$ cat src/rtl/inst_fetcher.sv
// ---------------------------------------------------------------------------
// inst_fetcher
//
// Initiator side of the mem_ctrl instruction-fetch interface. Holds the PC,
// issues one 32-bit fetch at a time, and buffers the returned words, each
// tagged with its PC, in a small circular queue that the decoder drains.
// Branch/jump redirects are accepted at any time. A redirect that lands while
// a fetch is in flight sends the FSM to DISCARD. There it keeps the request
// stable until mem_ctrl answers, because mem_ctrl cannot abort, and then
// drops the stale word.
//
// Ports:
//   clk, rst          clock (rising edge), asynchronous active-high reset
//   rdy               global ready; 0 freezes every register
//   inst_IF_req       registered fetch request to mem_ctrl
//   inst_IF_addr      registered fetch address, stable while req is high
//   inst_IF_flag      one-cycle pulse: inst_IF carries the requested word
//   inst_IF           fetched instruction word
//   jump_flag         one-cycle redirect request
//   jump_pc           redirect target
//   iq_ready          decoder takes the head entry this cycle
//   iq_valid          queue non-empty
//   iq_inst, iq_pc    head entry (zero when the queue is empty)
//   iq_count          queue occupancy
// ---------------------------------------------------------------------------
module inst_fetcher #(
  parameter int          IQ_DEPTH = 4,
  parameter logic [31:0] RESET_PC = 32'h0
) (
  input  logic                        clk,
  input  logic                        rst,
  input  logic                        rdy,
  output logic                        inst_IF_req,
  output logic [31:0]                 inst_IF_addr,
  input  logic                        inst_IF_flag,
  input  logic [31:0]                 inst_IF,
  input  logic                        jump_flag,
  input  logic [31:0]                 jump_pc,
  input  logic                        iq_ready,
  output logic                        iq_valid,
  output logic [31:0]                 iq_inst,
  output logic [31:0]                 iq_pc,
  output logic [$clog2(IQ_DEPTH):0]   iq_count
);

  localparam int PW = $clog2(IQ_DEPTH);
  localparam int CW = PW + 1;
  localparam logic [CW-1:0] DEPTH_C = CW'(IQ_DEPTH);

  typedef enum logic [1:0] {
    IDLE    = 2'd0,
    WAIT    = 2'd1,
    DISCARD = 2'd2
  } state_t;

  state_t          state;
  logic [31:0]     pc;
  logic [PW-1:0]   head;
  logic [PW-1:0]   tail;
  logic [CW-1:0]   count_q;
  logic [31:0]     inst_q [IQ_DEPTH];
  logic [31:0]     pc_q   [IQ_DEPTH];

  logic            flush;
  logic            push;
  logic            pop;

  // A redirect always empties the queue and overrides any push or pop in the
  // same cycle. Only a word that comes back in WAIT with no redirect is kept.
  // DISCARD words are stale and are never pushed.
  assign flush = rdy && jump_flag;
  assign push  = rdy && (state == WAIT) && inst_IF_flag && !jump_flag;
  assign pop   = rdy && (count_q != '0) && iq_ready && !jump_flag;

  assign iq_count = count_q;
  assign iq_valid = (count_q != '0);
  assign iq_inst  = (count_q != '0) ? inst_q[head] : 32'h0;
  assign iq_pc    = (count_q != '0) ? pc_q[head]   : 32'h0;

  // Fetch FSM. req and addr are registered here and only change when a fetch
  // is issued or its answer arrives. A redirect during WAIT therefore leaves
  // them alone, and DISCARD waits for the flag before dropping req. Issue is
  // gated on space measured before this cycle's pop. The count cannot grow
  // while a fetch is outstanding, so the pushed word always fits.
  always_ff @(posedge clk or posedge rst) begin
    if (rst) begin
      state        <= IDLE;
      pc           <= RESET_PC;
      inst_IF_req  <= 1'b0;
      inst_IF_addr <= 32'h0;
    end else if (rdy) begin
      case (state)
        IDLE: begin
          if (jump_flag) begin
            pc <= jump_pc;
          end else if (count_q < DEPTH_C) begin
            inst_IF_req  <= 1'b1;
            inst_IF_addr <= pc;
            state        <= WAIT;
          end
        end
        WAIT: begin
          if (inst_IF_flag && jump_flag) begin
            pc          <= jump_pc;
            inst_IF_req <= 1'b0;
            state       <= IDLE;
          end else if (inst_IF_flag) begin
            pc          <= pc + 32'd4;
            inst_IF_req <= 1'b0;
            state       <= IDLE;
          end else if (jump_flag) begin
            pc    <= jump_pc;
            state <= DISCARD;
          end
        end
        DISCARD: begin
          if (jump_flag) begin
            pc <= jump_pc;
          end
          if (inst_IF_flag) begin
            inst_IF_req <= 1'b0;
            state       <= IDLE;
          end
        end
        default: begin
          inst_IF_req <= 1'b0;
          state       <= IDLE;
        end
      endcase
    end
  end

  // Queue pointers and occupancy. A flush moves head onto tail, so the
  // buffer is logically empty without touching the storage. A simultaneous
  // push and pop advances both pointers and leaves the count unchanged.
  always_ff @(posedge clk or posedge rst) begin
    if (rst) begin
      head    <= '0;
      tail    <= '0;
      count_q <= '0;
    end else if (flush) begin
      head    <= tail;
      count_q <= '0;
    end else begin
      if (push) begin
        tail <= tail + PW'(1);
      end
      if (pop) begin
        head <= head + PW'(1);
      end
      if (push && !pop) begin
        count_q <= count_q + CW'(1);
      end else if (pop && !push) begin
        count_q <= count_q - CW'(1);
      end
    end
  end

  // Queue storage has no reset. An entry is only read once the count shows
  // that it was written after the last reset or flush.
  always_ff @(posedge clk) begin
    if (push) begin
      inst_q[tail] <= inst_IF;
      pc_q[tail]   <= inst_IF_addr;
    end
  end

  // A push into a full queue that is not popped the same cycle would
  // overwrite the head entry. Issue gating is meant to make this impossible.
  no_overflow: assert property (@(posedge clk) disable iff (rst)
    !(push && !pop && (count_q == DEPTH_C)));

endmodule
$ cat config.mk
export PLATFORM = sky130hd
export DESIGN_NAME = inst_fetcher
export DESIGN_NICKNAME = d
export VERILOG_FILES = /design/src/rtl/inst_fetcher.sv
export SDC_FILE = /design/constraint.sdc
export NUM_CORES = 1
export LEC_CHECK = 0
export BUFFER_PORTS_ARGS = -buffer_cell sky130_fd_sc_hd__buf_2
export CAP_MARGIN = 30
export CORE_UTILIZATION = 53
export CTS_CLUSTER_SIZE = 30
export DETAILED_ROUTE_END_ITERATION = 10
export PLACE_DENSITY_LB_ADDON = 0.15
export RECOVER_POWER = 25
export SKIP_CTS_REPAIR_TIMING = 1
export SYNTH_ARGS = -nofsm -noshare
export SYNTH_HDL_FRONTEND = slang
export SYNTH_SLANG_ARGS = --single-unit
$ cat constraint.sdc
create_clock -name clk -period 4.2 [get_ports clk]
set_input_delay 0.84 -clock clk [delete_from_list [all_inputs] [get_ports clk]]
set_output_delay 0.84 -clock clk [all_outputs]
set_load 0.005 [all_outputs]
Yosys cells after proc, flatten, opt, wreduce, memory -nomap -nowiden
Memory sizes are Yosys's and may differ from the RTL's.
Cells that the tools add are included.
- bits in registers: 74
- bits in writable memories: 256
- bits of input ports: 70
- output and inout port bits: 101
- logic and storage cells: 72
- memories kept: 2
- memory list (memory ; depth ; width ; rd ports ; clocked after Yosys merged registers in ; write ports ; line ; RTL):
    inst_q ; 4 ; 32 ; 1 ; 0 ; 1 ; 61 ; logic [31:0] inst_q [IQ_DEPTH];
    pc_q ; 4 ; 32 ; 1 ; 0 ; 1 ; 62 ; logic [31:0] pc_q [IQ_DEPTH];
- add/subtract/negate cells: 5
- $lt $le $gt $ge: 1
- eq/ne operators: 6
- mux-type cells: 25
- bitwise gates (word level): 2
- reductions and logical operators: 24
- operator list (kind ; count):
    $mux W32 ; 5
    $pmux W32 S2 ; 1
    $add A32 B3 Y32 const B ; 1
    $mux W2 ; 8
    $logic_and A1 B1 Y1 ; 10
    $mux W3 ; 3
    $mux W1 ; 6
    $ne A2 B2 Y1 const B ; 3
    $pmux W2 S3 ; 1
    $reduce_bool A3 Y1 ; 2
    $reduce_and A5 Y1 ; 1
    $add A2 B1 Y2 const B ; 2
    $ne A4 B3 Y1 const B ; 1
    $reduce_and A2 Y1 ; 2
    $reduce_and A4 Y1 ; 1
    $reduce_bool A2 Y1 ; 2
    $add A3 B1 Y3 const B ; 1
    $logic_not A1 Y1 ; 3
    $lt A3 B3 Y1 const B ; 1
    $pmux W1 S3 ; 1
    $reduce_and A3 Y1 ; 1
    $sub A3 B1 Y3 const B ; 1
    $eq A2 B1 Y1 const B ; 1
    $eq A2 B2 Y1 const B ; 1
    3 further kinds ; 4

Longest topological paths before layout
Gate-level depths: netlist (run 1).
- word-level depth: 9
- mapped depth: 10
- mapped depth without buffers: 8

Least setup slack after synthesis (run 1)
OpenSTA, ideal clock, no wires.
- path kind: input -> register
- start: input port inst_IF_flag
- end: memory inst_q[0][0] (enable)
- library setup time: 429 ps
- arrival time: 2900 ps
- data required time: 3771 ps
- slack: 871 ps
- cell stages on the path: 4
- buffers on the path: 2
- cells stage by stage: buf_4 -> and3b_1 -> clkbuf_1 -> and3_1
- cells in the longest elaborated chain, start to end: 4
- ends and longest elaborated chain (item ; line ; RTL):
    start, declared ; 35 ; input logic inst_IF_flag,
    $logic_and A1 B1 Y1 (2 in series) ; 72 ; assign push = rdy && (state == WAIT) && inst_IF_flag && !jump_flag;
    $mux W1 ; 162 ; if (push) begin
    $mux W1 (implied by the code) ; 163 ; inst_q[tail] <= inst_IF;
    end, declared ; 61 ;
Every way passes these cells.

Worst setup path in the final report (run 1)
- start: register head[0]
- end: output port iq_pc[17]
- cells in the longest elaborated chain, start to end: 2
- ends and longest elaborated chain (item ; line ; RTL):
    start, declared ; 58 ; logic [PW-1:0] head;
    start signal, assigned ; 142 ; head <= tail;
    start signal, assigned ; 149 ; head <= head + PW'(1);
    $mem_v2 Z4 W32 ; -- ;
    $mux W32 ; 78 ; assign iq_pc = (count_q != '0) ? pc_q[head] : 32'h0;
    end, declared ; 42 ; output logic [31:0] iq_pc,
Every way passes these cells.

==> results of run 1 <==
[synthesized netlist by cell type (5+ instances only)]
library cell	n	area, um2
sky130_fd_sc_hd__dfrtp_1	74	1850
sky130_fd_sc_hd__nand4_1	11	68.8
sky130_fd_sc_hd__and3_1	12	75.1
sky130_fd_sc_hd__ha_1	5	62.6
sky130_fd_sc_hd__clkbuf_1	26	97.6
sky130_fd_sc_hd__o21ai_0	29	145
sky130_fd_sc_hd__inv_1	9	33.8
sky130_fd_sc_hd__and2_1	66	413
sky130_fd_sc_hd__buf_2	13	65.1
sky130_fd_sc_hd__nand2_1	50	188
sky130_fd_sc_hd__mux4_2	64	1440
sky130_fd_sc_hd__o211ai_1	6	45.0
sky130_fd_sc_hd__a221o_1	5	50.1
sky130_fd_sc_hd__nand3_1	21	105
sky130_fd_sc_hd__edfxtp_1	256	7690
sky130_fd_sc_hd__o311ai_0	8	70.1
sky130_fd_sc_hd__nor2_1	23	86.3
sky130_fd_sc_hd__a21oi_1	9	45.0
sky130_fd_sc_hd__mux2_2	31	349
sky130_fd_sc_hd__nor3_1	9	45.0
[critical path, cell delays in order, from the launching register on]
cell and delay [ns]:
sky130_fd_sc_hd__dfrtp_4 0.70, sky130_fd_sc_hd__buf_12 0.35, sky130_fd_sc_hd__mux4_2 0.56, sky130_fd_sc_hd__and2_1 0.20
sky130_fd_sc_hd__buf_2 0.13
[stage by stage]
step                hold slack [ns]  std cells
detailed placement            0.478       1272
global route                  0.274       1333
CTS                           0.208       1333
finish                        0.262       1333
floorplan                     0.442        801
global placement              0.459       1271
[per-layer routing]
layer	vias up	wire, um	global-route usage, %
met2	300	13500	34.4
met5	-	0	0
met3	41	1730	3.17
li1	3512	-	-
met4	0	576	6.90
met1	3936	12400	33.0
[cell type report]
cell class | count | area share (%)
Clock buffer | 43 | 5.80
Timing Repair Buffer | 186 | 6.43
Multi-Input combinational cell | 417 | 23.9
Clock inverter | 18 | 1.20
Inverter | 9 | 0.212
Sequential cell | 330 | 59.8
Tap cell | 330 | 2.59
[sequential cells by signal (all words and copies together), names as in the netlist]
name / cells
head: 2
inst_IF_addr: 32
inst_IF_req: 1
inst_q: 128
iq_count: 3
pc: 32
pc_q: 128
state: 2
tail: 2
[path summary, 6_finish.rpt]
path	end	startpoint
worst max-delay path	iq_pc[17]	head[0]
worst min-delay path	inst_IF_addr[6]	rst
worst max register to register	pc[31]	pc[9]
worst min register to register	pc[0]	pc[0]
max in group asynchronous	head[0]	rst
min in group clk	pc[0]	pc[0]
[power by group through the flow]
stage / logic (mW) / registers [mW] / clock network (mW)
after floorplan: 1.72 / 4.38 / 0
after detailed placement: 2.62 / 4.63 / 0
after CTS: 2.63 / 4.57 / 3.06
after global routing: 2.81 / 4.63 / 3.18
final: 2.56 / 4.56 / 3.00
after global placement: 2.48 / 4.70 / 0
[cell families (layout without fill, tap and decap cells)]
kind of cell             count (synthesis)  count (layout)  synth area share [%]
buffers and inverters                   54             256                  1.80
multiplexers                            97              97                  13.3
AND/OR/NAND/NOR                        220             220                  9.09
adder cells (fa/ha/maj)                  6               6                 0.608
AO/OA/AOI/OAI                           91              91                  4.72
XOR/XNOR                                 3               3                 0.194
flip-flops                             330             330                  70.3
==> impl_metrics.toml, run 1 <==
[place]
dp_hpwl_mm = 17.5
placed_cell_area_um2 = 14900
io_buffers = 170
detailedPlace.worstSlack_ns = 1.27
gp_congestion = 0.855

[layout]
final_common_cell = "sky130_fd_sc_hd__edfxtp_1"
area.growth.synth_to_final_pct = 17.5
register_area_um2 = 9550
final_area_um2 = 16000
final_cell_mix = "sky130_fd_sc_hd__edfxtp_1 (256), sky130_fd_sc_hd__buf_2 (138), sky130_fd_sc_hd__dfrtp_1 (72)"
multiInputGateArea_um2 = 3810
layout-drive-gt1-share_pct = 31.7
final_net_count = 1054
final.fill_count = 1840
final_util_pct = 63.3
antenna-diode-count = 0

[route]
routedWlPerCell_um = 21.2
remaining_drc_errors = 0
dr_total_vias = 7789
detail_route.vias_per_cell = 5.84
first_pass_iters = 5
wirelength_mm = 28.2
drt_iter0_drc = 595
antenna_left = 0

[floorplanning]
design.portCount = 171
chipHeight_um = 162
die_width_um = 162
core-area_um2 = 25200
starting_density_of_the_core_pct = 53.9
die_area_um2 = 26300
row_count = 58

[worst_setup_path]
regToRegSetupSlack_ns = 1.69
timing.critical_path.to_type = "output pin"
ff2ff_path_depth = 5
critPathRequiredTime_ns = 3.36
timing.critical_path.from_type = "register"
worstPathArrival_ns = 2.51
criticalPathCategory = "register to output pin"
worst-path-max-fanout = 41

[sta]
skew_ns = 0.0223
final_critical_path_setup_slack_ns = 0.847
maxSlewViolCount = 0
timing.final.hold_violations = 0
max_clock_freq_mhz = 298
fin_crit_ns = 3.35
grt_setup_unrepaired = "false"
worst_pin_slew_ns = 0.872
slew_headroom_pct = 41.7
setup_viol_count_final = 0
period_share_pct = 79.8
setup_tns_ns = 0

[synth]
number_of_nets_produced_by_synthesis = 877
ys_warn_count = 0
yosysSeqAreaShare_pct = 70.3
synth_cell_type_count = 65
synth_edf_count = 256
synth-seq-cells = 330
syn-instance-count = 801
async_s_r_ff_share_synth_pct = 22.4
synth.avg_cell_area_um2 = 16.9
post_synth_instance_area_um2 = 13600
synth-main-ff-cell = "sky130_fd_sc_hd__edfxtp_1"

[grt]
via_count_of_the_first_global_routing_pass = 7507
maximum_number_of_pins_on_one_net_before_global_route_repair = 66
globalRouteOverflowTotal = 0
first_pass_grt_wire_length_mm = 43.7
grtUsageTotal_pct = 22.2
grt_antenna_before_repair = 0

[run_status]
outcome = "finished clean"

[power_and_ir_drop]
seq_power_share_pct = 45.0
clkPwrFrac_pct = 29.6
cellInternalPower_mw = 7.23
power.density_nw_per_um2 = 635
power.share.combinational_pct = 25.3
vdd_ir_drop_max_mv = 0.423
power.leakage_nw = 5.84
power.net_switching_mw = 2.89
power.switching_fraction_pct = 28.6
total_power_mw = 10.1

[clock_network]
clock_insertion_delay_worst_skew_ns = 0.51
deepest_level_of_the_cts_h_tree = 2
cts.path.max_buffers = 3
cts.reportedPaths.clkPinSlew_ns = 0.06
cts_made_buffers = 34
cts_tree = "done"
number_of_clock_sinks_seen_by_cts = 330
ctsRootBufferMaster = "sky130_fd_sc_hd__clkbuf_16"

[flow_run]
drv.max_cap_violation_count = 0

[worst_hold_path]
worst_hold_path_type = "primary input to async pin"
(Power assumes the default switching activity.)
==> inputs of run 2 (changes only) <==
Settings changed: CORE_UTILIZATION 53 to 52.
Clock period 4.2 ns to 2.95 ns, I/O delays scaled along.
==> impl_metrics.toml, run 2 (synthesis gave the netlist of run 1 again) <==
[place]
gp_congestion = 0.847
placed_cell_area_um2 = 15000
io_buffers = 170
placedCellCount = 1288
dp_hpwl_mm = 18.2

[worst_setup_path]
critical_path.top_delay_family = "simple AND/OR/NAND/NOR gates"
criticalPathCategory = "register to output pin"
worst-path-max-fanout = 65
worst-path-buf-inv = 2
critical_path.cell_chain = "or3_2 -> buf_4 -> and2_1 -> buf_2"
worstPathArrival_ns = 2.21
critPathMaxStageDelay_ns = 0.50
timing.critical_path.to_type = "output pin"
critPathRequiredTime_ns = 2.36
crit_slowest_cell = "sky130_fd_sc_hd__or3_2"
timing.critical_path.from_type = "register"

[floorplanning]
core-area_um2 = 25400
design.portCount = 171
die_width_um = 164
die_area_um2 = 26800
chipHeight_um = 164
row_count = 58
starting_density_of_the_core_pct = 53.5

[layout]
layout_top_registers = "inst_q x128, pc_q x128"
final_net_count = 1074
area.growth.synth_to_final_pct = 18.1
final_cell_mix = "sky130_fd_sc_hd__edfxtp_1 (256), sky130_fd_sc_hd__buf_2 (138), sky130_fd_sc_hd__dfrtp_1 (72)"
antenna-diode-count = 0
final_area_um2 = 16000
layout-drive-gt1-share_pct = 32.3
final_common_cell = "sky130_fd_sc_hd__edfxtp_1"
finish.cell_count_without_fillers = 1352
final.fill_count = 1881

[clock_network]
cts_tree = "done"
cts.path.max_buffers = 3
deepest_level_of_the_cts_h_tree = 2
cts_made_buffers = 34
clock_insertion_delay_worst_skew_ns = 0.50
number_of_clock_sinks_seen_by_cts = 330
ctsRootBufferMaster = "sky130_fd_sc_hd__clkbuf_16"
cts.reportedPaths.clkPinSlew_ns = 0.06

[worst_hold_path]
worst_hold_path_type = "primary input to register"

[route]
remaining_drc_errors = 0
wirelength_mm = 28.5
first_pass_iters = 5
drt_iter0_drc = 671
detail_route.vias_per_cell = 5.77
dr_total_vias = 7795
antenna_left = 0
routedWlPerCell_um = 21.1

[grt]
grtUsageTotal_pct = 22.0
maximum_number_of_pins_on_one_net_before_global_route_repair = 66
first_pass_grt_wire_length_mm = 43.7
via_count_of_the_first_global_routing_pass = 7693
grt_antenna_before_repair = 0
globalRouteOverflowTotal = 0

[sta]
skew_ns = 0.0163
max_clock_freq_mhz = 357
fin_crit_ns = 2.80
maxSlewViolCount = 0
slew_headroom_pct = 56.6
setup_viol_count_final = 0
grt_setup_unrepaired = "false"
period_share_pct = 95.0
timing.final.hold_violations = 0
timing.hold.ws_ns = 0.314
worst_pin_slew_ns = 0.650

[power_and_ir_drop]
vdd_ir_drop_max_mv = 0.689
power.leakage_nw = 5.89
total_power_mw = 14.1
power.density_nw_per_um2 = 879

[run_status]
outcome = "finished clean"

[flow_run]
drv.max_cap_violation_count = 0
-- run 2: layout make-up --
type | count | area [um2] | area share [%]
Tap cell | 330 | 413 | 2.58
Sequential cell | 330 | 9550 | 59.5
Multi-Input combinational cell | 417 | 3810 | 23.8
Clock buffer | 50 | 942 | 5.88
Timing Repair Buffer | 206 | 1230 | 7.69
Inverter | 9 | 33.8 | 0.211
Clock inverter | 10 | 48.8 | 0.304
-- run 2: tightest hold or removal path, cell delays in order --
cell and delay (ns):
sky130_fd_sc_hd__buf_2 0.09, sky130_fd_sc_hd__nand2_1 0.04, sky130_fd_sc_hd__nand2_1 0.05
-- run 2: power by group --
part / internal (mW) / switching [mW]
Clock: 2.21 / 1.61
Combinational: 2.08 / 1.73
Sequential: 5.75 / 0.699
Total: 10.0 / 4.05
-- run 2: stage by stage --
step / util [%] / setup TNS, ns / worst slack (ns)
after CTS: 63.2 / -0.0130 / -0.00906
final: 63.1 / 0 / 0.148
after detailed placement: 59.3 / 0 / 0.526
after global placement: 59.3 / 0 / 0.532
after floorplan: - / 0 / 0.478
after global routing: 63.1 / 0 / 0.0704
-- run 2: path summary, 6_finish.rpt --
kind                        startpoint                to  slack [ns]  cells after the start
hold / removal              jump_pc[1]             pc[1]        0.31                      3
max in group asynchronous          rst           head[0]        1.56                      4
hold reg to reg                  pc[1]             pc[1]        0.49                      2
min in group asynchronous          rst  inst_IF_addr[10]        0.54                      3
setup reg to reg              state[0]            pc[22]        0.74                      6
setup / recovery           iq_count[2]         iq_pc[18]        0.15                      4
-- run 2: metal layers --
layer  share of wire, %  vias to the layer above  track usage, %
met3                6.7                       33            3.99
met5                  0                        -               0
met1                 44                     3926            31.1
met2                 48                      289            35.3
li1                   -                     3547               -
met4                1.8                        0            6.06
